$ cat config.mk
export PLATFORM = sky130hd
export DESIGN_NAME = match_slot_selector
export DESIGN_NICKNAME = d
export VERILOG_FILES = /design/src/rtl/match_slot_selector_pkg.sv /design/src/rtl/match_slot_selector_ring_next_bit.sv /design/src/rtl/match_slot_selector.sv
export SDC_FILE = /design/constraint.sdc
export NUM_CORES = 1
export LEC_CHECK = 0
export CORE_MARGIN = 4
export CORE_UTILIZATION = 43
export CTS_BUF_LIST = sky130_fd_sc_hd__clkbuf_8
export CTS_CLUSTER_SIZE = 28
export DETAILED_ROUTE_END_ITERATION = 16
export DONT_BUFFER_PORTS = 1
export PLACE_DENSITY = 0.61
export REMOVE_ABC_BUFFERS = 1
export SLEW_MARGIN = 0
export SYNTH_ARGS = -nofsm -noshare
export SYNTH_HDL_FRONTEND = slang
export SYNTH_SLANG_ARGS = --single-unit
$ cat constraint.sdc
create_clock -name clk_i -period 2.4 [get_ports clk_i]
set_input_delay 0.36 -clock clk_i [delete_from_list [all_inputs] [get_ports clk_i]]
set_output_delay 0.36 -clock clk_i [all_outputs]
set_load 0.01 [all_outputs]
$ cat src/rtl/match_slot_selector_pkg.sv
// Shared types and width helpers for the match slot selector.
// Default storage/search sizing lives here so all users agree on slot widths.
package match_slot_selector_pkg;

  localparam int MAX_STORE_DEF  = 2;
  localparam int ERR_CYCLES_DEF = 100;

  typedef enum logic [1:0] {
    ST_IDLE   = 2'd0,
    ST_BROWSE = 2'd1,
    ST_HOLD   = 2'd2,
    ST_EMPTY  = 2'd3
  } state_e;

  function automatic int slot_bits(input int n);
    return (n <= 1) ? 1 : $clog2(n);
  endfunction

  function automatic int cnt_bits(input int n);
    return $clog2(n + 1);
  endfunction

endpackage

$ cat src/rtl/match_slot_selector_ring_next_bit.sv
// Combinational ring search: next set bit strictly above cur_idx_i, wrapping to the lowest.
// With cur_idx_i = N-1 the result is the lowest set bit of the mask.
module ring_next_bit #(
  parameter int N  = 2,
  parameter int IW = 1
) (
  input  logic [N-1:0]  mask_i,
  input  logic [IW-1:0] cur_idx_i,
  output logic [IW-1:0] nxt_idx_o
);

  logic [IW-1:0] above_idx;
  logic [IW-1:0] low_idx;
  logic          above_found;

  // Scan high to low so the nearest candidate is the last one written.
  always_comb begin
    above_idx   = '0;
    low_idx     = '0;
    above_found = 1'b0;
    for (int j = N - 1; j >= 0; j--) begin
      if (mask_i[j]) begin
        low_idx = IW'(j);
        if (j > int'(cur_idx_i)) begin
          above_idx   = IW'(j);
          above_found = 1'b1;
        end
      end
    end
  end

  assign nxt_idx_o = above_found ? above_idx : low_idx;

endmodule

$ cat src/rtl/match_slot_selector.sv
// Match slot selector: snapshot a search mask, let the user browse matches, hand off the choice.
// Optional SINGLE_MATCH_AUTO_EN: a lone match skips browsing and is offered immediately.
//
// state  | meaning
// IDLE   | waiting for start
// BROWSE | user stepping through matches in mask_q
// HOLD   | sel_slot offered, waiting for sel_ready
// EMPTY  | no match found, no_match held for ERR_CYCLES
module match_slot_selector
  import match_slot_selector_pkg::*;
#(
  parameter int  MAX_STORE  = MAX_STORE_DEF,
  parameter int  ERR_CYCLES = ERR_CYCLES_DEF,
  localparam int SLOT_BITS  = slot_bits(MAX_STORE),
  localparam int CNT_BITS   = cnt_bits(MAX_STORE)
) (
  input  logic                 clk_i,
  input  logic                 rst_i,
  input  logic                 start_i,
  input  logic [MAX_STORE-1:0] match_mask_i,
  input  logic                 btn_next_i,
  input  logic                 btn_confirm_i,
  input  logic                 btn_cancel_i,
  input  logic                 sel_ready_i,
  output logic                 busy_o,
  output logic                 cur_valid_o,
  output logic [SLOT_BITS-1:0] cur_slot_o,
  output logic [CNT_BITS-1:0]  cur_ord_o,
  output logic                 sel_valid_o,
  output logic [SLOT_BITS-1:0] sel_slot_o,
  output logic                 no_match_o
);

  localparam int                ERR_BITS = cnt_bits(ERR_CYCLES);
  localparam logic [ERR_BITS-1:0] ERR_LOAD = ERR_BITS'(ERR_CYCLES - 1);

  state_e                 state_q;
  logic [MAX_STORE-1:0]   mask_q;
  logic [SLOT_BITS-1:0]   cur_slot_q;
  logic [CNT_BITS-1:0]    cur_ord_q;
  logic [SLOT_BITS-1:0]   sel_slot_q;
  logic                   cur_valid_q;
  logic                   sel_valid_q;
  logic                   no_match_q;
  logic                   busy_q;
  logic [ERR_BITS-1:0]    err_cnt_q;

  logic [SLOT_BITS-1:0]   low_slot;
  logic [SLOT_BITS-1:0]   nxt_slot;

  ring_next_bit #(.N(MAX_STORE), .IW(SLOT_BITS)) u_lowest (
    .mask_i    (match_mask_i),
    .cur_idx_i (SLOT_BITS'(MAX_STORE - 1)),
    .nxt_idx_o (low_slot)
  );

  ring_next_bit #(.N(MAX_STORE), .IW(SLOT_BITS)) u_next (
    .mask_i    (mask_q),
    .cur_idx_i (cur_slot_q),
    .nxt_idx_o (nxt_slot)
  );

`ifdef SINGLE_MATCH_AUTO_EN
  logic mask_single;
  assign mask_single = (match_mask_i != '0) &&
                       ((match_mask_i & (match_mask_i - MAX_STORE'(1))) == '0);
`endif

  always_ff @(posedge clk_i) begin
    if (rst_i) begin
      state_q     <= ST_IDLE;
      mask_q      <= '0;
      cur_slot_q  <= '0;
      cur_ord_q   <= '0;
      sel_slot_q  <= '0;
      cur_valid_q <= 1'b0;
      sel_valid_q <= 1'b0;
      no_match_q  <= 1'b0;
      busy_q      <= 1'b0;
      err_cnt_q   <= '0;
    end else begin
      case (state_q)
        ST_IDLE: begin
          if (start_i) begin
            mask_q <= match_mask_i;
            busy_q <= 1'b1;
            if (match_mask_i == '0) begin
              state_q    <= ST_EMPTY;
              no_match_q <= 1'b1;
              err_cnt_q  <= ERR_LOAD;
            end
`ifdef SINGLE_MATCH_AUTO_EN
            else if (mask_single) begin
              state_q     <= ST_HOLD;
              cur_valid_q <= 1'b1;
              cur_slot_q  <= low_slot;
              cur_ord_q   <= CNT_BITS'(1);
              sel_valid_q <= 1'b1;
              sel_slot_q  <= low_slot;
            end
`endif
            else begin
              state_q     <= ST_BROWSE;
              cur_valid_q <= 1'b1;
              cur_slot_q  <= low_slot;
              cur_ord_q   <= CNT_BITS'(1);
            end
          end
        end
        ST_BROWSE: begin
          if (btn_cancel_i) begin
            state_q     <= ST_IDLE;
            cur_valid_q <= 1'b0;
            busy_q      <= 1'b0;
          end else if (btn_confirm_i) begin
            state_q     <= ST_HOLD;
            sel_valid_q <= 1'b1;
            sel_slot_q  <= cur_slot_q;
          end else if (btn_next_i) begin
            cur_slot_q <= nxt_slot;
            // Not moving upward means we wrapped (or there is only one match).
            cur_ord_q  <= (nxt_slot <= cur_slot_q) ? CNT_BITS'(1) : cur_ord_q + CNT_BITS'(1);
          end
        end
        ST_HOLD: begin
          if (sel_valid_q && sel_ready_i) begin
            state_q     <= ST_IDLE;
            sel_valid_q <= 1'b0;
            cur_valid_q <= 1'b0;
            busy_q      <= 1'b0;
          end
        end
        ST_EMPTY: begin
          if (err_cnt_q == '0) begin
            state_q    <= ST_IDLE;
            no_match_q <= 1'b0;
            busy_q     <= 1'b0;
          end else begin
            err_cnt_q <= err_cnt_q - ERR_BITS'(1);
          end
        end
        default: state_q <= ST_IDLE;
      endcase
    end
  end

  assign busy_o      = busy_q;
  assign cur_valid_o = cur_valid_q;
  assign cur_slot_o  = cur_slot_q;
  assign cur_ord_o   = cur_ord_q;
  assign sel_valid_o = sel_valid_q;
  assign sel_slot_o  = sel_slot_q;
  assign no_match_o  = no_match_q;

endmodule

Word-level counts from Yosys, hierarchy flattened
Index checks and enable logic that the tools add are counted.
{"block": "totals", "wordCells": 92, "inputBits": 9, "n_memories": 0, "mem_bits_rw": 0, "latch_bits": 0, "rom_bits": 0, "ff_bits": 19}
{"block": "op_classes", "mul": 0, "div_mod_pow": 0, "n_shift": 0, "add_sub_neg": 2, "bitwise_logic": 1, "n_lt_le_gt_ge": 2, "n_mux": 45, "reduce_logical": 17, "eq_ne": 15}
{"operator": "two-way mux 2 bit", "n": 12}
{"operator": "two-way mux 1 bit", "n": 22}
{"operator": "!= test 2 bit (second input constant)", "n": 11}
{"operator": "two-way mux 7 bit", "n": 3}
{"operator": "AND reduction 4 bit", "n": 5}
{"operator": "one-hot mux 7 bit (2 select lines)", "n": 1}
{"operator": "one-hot mux 2 bit (4 select lines)", "n": 1}
{"operator": "logical NOT 7 bit", "n": 1}
{"operator": "subtractor 7 x 1 -> 7 bit (second input constant)", "n": 1}
{"operator": "one-hot mux 1 bit (2 select lines)", "n": 3}
{"operator": "AND reduction 6 bit", "n": 1}
{"operator": "nonzero test 2 bit", "n": 3}
{"operator": "AND reduction 5 bit", "n": 1}
{"operator": "equality test 2 bit (second input constant)", "n": 2}
{"operator": "logical NOT 2 bit", "n": 2}
{"operator": "one-hot mux 1 bit (4 select lines)", "n": 1}
{"operator": "one-hot mux 2 bit (2 select lines)", "n": 1}
{"operator": "!= test 3 bit (second input constant)", "n": 1}
{"operator": "one-hot mux 1 bit (3 select lines)", "n": 1}
{"operator": "AND reduction 3 bit", "n": 1}
{"operator": "nonzero test 3 bit", "n": 1}
{"operator": "adder 2 x 1 -> 2 bit (second input constant)", "n": 1}
{"operator": "equality test 2 x 1 -> 1 bit (second input constant)", "n": 1}
{"operator": "AND reduction 2 bit", "n": 1}
{"operator": "other kinds (4)", "n": 4}

Logic depth before layout (Yosys ltp)
{"block": "depth", "depth_word": 10, "mapped_depth": 7, "mapped_depth_nobuf": 6}

Hierarchy
A second synthesis with hierarchy kept.
{"block": "unflattened", "hier_cells": 138, "hier_area_um2": 1166.1}
{"module": "match_slot_selector", "instances": 1, "area_each_um2": 1143.6, "seq_area_each_um2": 380.4, "cells_each": 136}
{"module": "ring_next_bit", "instances": 2, "area_each_um2": 11.3, "seq_area_each_um2": 0.0, "cells_each": 1}

Worst setup path after synthesis
No wires, ideal clock.
{"block": "synth_path", "path_type": "flip-flop to flip-flop", "from": "reg state_q[0]", "to": "reg err_cnt_q[5]", "setup_slack_ns": 0.697, "stages_incl_launch_ff": 7, "t_arrival_ns": 1.600, "path_cell_list": "dfxtp_1 -> inv_1 -> ha_1 -> buf_2 -> o32a_4 -> o21bai_4 -> a2111oi_2"}
{"block": "synth_between", "elab_chain_len": 3, "elab_cells_between_ends": 8, "cone_classes": "eq/ne: 4; mux: 1; reduce/logical: 3"}
{"element": "from (decl)", "line_no": "match_slot_selector.sv:37", "text": "state_e state_q;"}
{"element": "from (signal assigned)", "line_no": "match_slot_selector.sv:71", "text": "state_q <= ST_IDLE;"}
{"element": "from (signal assigned)", "line_no": "match_slot_selector.sv:88", "text": "state_q <= ST_EMPTY;"}
{"element": "from (signal assigned)", "line_no": "match_slot_selector.sv:103", "text": "state_q <= ST_BROWSE;"}
{"element": "equality test 2 bit or logical NOT 2 bit (tied branches)", "line_no": "match_slot_selector.sv:82", "text": "case (state_q)"}
{"element": "!= test 2 bit (no line) or nonzero test 2 bit (tied branches)"}
{"element": "AND reduction 4 bit (no line)"}
{"element": "to (signal assigned)", "line_no": "match_slot_selector.sv:139", "text": "err_cnt_q <= err_cnt_q - ERR_BITS'(1);"}
{"element": "to (decl)", "line_no": "match_slot_selector.sv:46", "text": "logic [ERR_BITS-1:0] err_cnt_q;"}
Several ways; a longest one is shown, not always the timed one.
A chain may end at the register's enable or synchronous reset.

Worst setup path after layout
{"block": "layout_path", "from": "reg state_q[1]", "to": "reg cur_ord_q[0], in the netlist cur_ord_o[0]"}
{"block": "layout_between", "elab_chain_len": 3, "elab_cells_between_ends": 10, "cone_classes": "eq/ne: 6; mux: 1; reduce/logical: 3"}
{"element": "equality test 2 x 1 -> 1 bit or logical NOT 2 bit (tied branches)", "line_no": "match_slot_selector.sv:82"}
{"element": "!= test 2 bit (no line) or nonzero test 2 bit (tied branches)"}
{"element": "AND reduction 6 bit (no line)"}
{"element": "to (signal assigned)", "line_no": "match_slot_selector.sv:122", "text": "cur_ord_q <= (nxt_slot <= cur_slot_q) ? CNT_BITS'(1) : cur_ord_q + CNT_BITS'(1);"}
{"element": "to (decl)", "line_no": "match_slot_selector.sv:40", "text": "logic [CNT_BITS-1:0] cur_ord_q;"}
Several ways; a longest one is shown, not always the timed one.

==> impl_metrics.json <==
{
  "start_util_pct": 45.83,
  "die_h_um": 59.85,
  "layout_common_cells": "dfxtp_1, a21oi_1, nor2_1",
  "layout_commonest_cell": "dfxtp_1",
  "synth-seq-cells": 19,
  "grt_max_degree": 23,
  "holdBufCountCts": 0,
  "num_rows": 18,
  "setup_tns_ns": 0,
  "finalClockSkew_ns": 0.002288,
  "critPathMaxFanout": 6,
  "worstMarginPinSlew_ns": 0.4029,
  "grt_pass1_vias": 873,
  "fmax_mhz": 517.2,
  "post_drt_wl_per_cell_um": 13.81,
  "drcViolationCount": 0,
  "clock_latency_ns": 0.25,
  "drt_pre_antenna_iters": 4,
  "met2_usage_pct": 21.91,
  "clockBufferDepth": 2,
  "worst_slack_ns": 0.4667,
  "post_cts_buffers": 0,
  "yosysSeqAreaShare_pct": 32.90,
  "yosysWarningCount": 0,
  "fp.coreArea_um2": 2522,
  "syn_inst": 131,
  "cp_common_cell": "nor2_1",
  "io_pins": 17,
  "synth-main-ff-cell": "dfxtp_1",
  "finalCritPeriodShare_pct": 80.56,
  "crit_chain": "inv_1 > ha_1 > buf_4 > nor2_1 > a2111oi_4 > nor2_1 > a311oi_1",
  "fin_nets": 149,
  "cts_buffers": 3,
  "status": "completed",
  "cts_num_sinks": 19,
  "clk_pin_slew_ns": 0.07,
  "drv_slew": 0,
  "fin_crit_ns": 1.933,
  "die_area_um2": 3582,
  "gp_congestion": 0.7277,
  "leakage_nw": 0.4660,
  "via_count": 925,
  "place_ws_ns": 0.4723,
  "use_met1_pct": 17.95,
  "rsz0062_at_grt": "no",
  "startpoint_type": "flop",
  "fill_cells": 242,
  "crit_slowest_cell": "a2111oi_4",
  "synth_edf_count": 0,
  "vias_per_cell": 5.710,
  "setup_viol": 0,
  "max_stage_delay_ns": 0.40,
  "syn2layout_area_growth_pct": 6.385,
  "drive_gt1_share_pct": 11.36,
  "critical_path_class": "flop to flop",
  "end_kind": "flop",
  "die_w_um": 59.85,
  "first_iter_violations": 21,
  "cts_tree": "done",
  "detail-route-antenna-nets": 0,
  "busiest_layer": "met2",
  "hold_viol_final": 0,
  "root_buffer": "clkbuf_8",
  "antenna_cells": 0,
  "cts_resized": 0,
  "critical_path_required_ns": 2.57,
  "htreeDepth": 1,
  "synthArstFlopShare_pct": 0,
  "antenna_found_initial": 0,
  "grtUsageMet3_pct": 3.024,
  "p_per_area_nw_per_um2": 975.4,
  "dp_hpwl_um": 1709,
  "power_mw": 1.200,
  "crit_arrival_ns": 2.10,
  "overflow": 0,
  "final_core_util_pct": 48.76,
  "io_buffers": 0,
  "ir_worst_vdd_mv": 0.5185,
  "drt_wl_total_um": 2238,
  "slew_headroom_pct": 73.14,
  "grt_usage_pct": 13.94,
  "drv_cap": 0,
  "synth_area_um2": 1156,
  "hold_class": "input port to flop",
  "synth_cell_types": 44,
  "grt_pass1_wl_um": 3822,
  "syn_avg_cell_area_um2": 8.825
}
path summary, 6_finish.rpt:
kind,slack [ns],to,start,cells past startpoint
setup reg to reg,0.47,cur_ord_o[0],state_q[1],7
setup / recovery,0.47,cur_ord_o[0],state_q[1],7
hold reg to reg,0.46,mask_q[0],mask_q[0],2
hold / removal,0.16,cur_valid_o,rst_i,1
cell families after synthesis:
kind of cell	after synthesis	share of synthesized area, %
flip-flops	19	32.90
buffers and inverters	11	3.680
AND/OR/NAND/NOR	52	25.33
adder cells (fa/ha/maj)	7	7.575
multiplexers	4	3.571
AO/OA/AOI/OAI	38	26.95
routing by layer:
| layer | up-vias | wire (um) |
|---|---|---|
| met2 | 24 | 1012 |
| met4 | 0 | 46 |
| met1 | 424 | 1043 |
| met5 | - | 0 |
| met3 | 5 | 135 |
| li1 | 472 | - |
report_power, final:
group	switching [mW]	leakage, nW	internal [mW]
Sequential	0.0809	0.155	0.384
Combinational	0.290	0.284	0.227
Clock	0.104	0.0269	0.114
Total	0.475	0.466	0.725
critical path: cells and delay by family (launching register included):
family | cells | cell delay (ns)
compound gates | 2 | 0.64
buf+inv | 2 | 0.36
fa+ha+maj | 1 | 0.36
flops | 1 | 0.33
simple gates | 2 | 0.16
state kept, by name, indices dropped and copies added, names as in the netlist:
signal	count
no_match_o	1
cur_ord_o	2
sel_slot_o	1
cur_valid_o	1
state_q	2
cur_slot_o	1
busy_o	1
err_cnt_q	7
sel_valid_o	1
mask_q	2
synthesized netlist by cell type, drive strengths merged (2+ instances only):
cell	instances	area [um2]
a2111oi	2	42.54
and2	2	12.51
nor3	3	20.02
o21ai	9	45.04
nor3b	2	26.28
a221oi	2	35.04
nand3b	3	22.52
mux2i	3	30.03
nand4	2	12.51
a21oi	12	60.06
buf	2	8.750
a211oi	2	15.01
inv	7	26.28
clkbuf	2	7.510
nand2	10	40.04
nand3	3	15.01
ha	7	87.58
nor2	12	45.04
or3	2	12.51
a21o	2	15.01
dfxtp	19	380.4
nand2b	8	50.05
cell type report:
cell class / instances / area [um2] / area share, %
clock buffers: 3 / 41.29 / 3.357
clock inverters: 1 / 3.754 / 0.3052
inverters: 7 / 26.28 / 2.136
multi-input cells: 101 / 733.2 / 59.61
flip-flops and latches: 19 / 380.4 / 30.93
well taps: 30 / 37.54 / 3.052
repair buffers: 1 / 7.507 / 0.6104
through the flow:
step / hold slack (ns) / cell area (um2) / cells
after floorplan: 0.4289 / 1140 / 127
after global placement: 0.4335 / 1185 / 158
after detailed placement: 0.4355 / 1185 / 158
after CTS: 0.1608 / 1230 / 162
after global routing: 0.1542 / 1230 / 162
final: 0.1631 / 1230 / 162
Note: power is estimated with default switching activity, not from simulation.
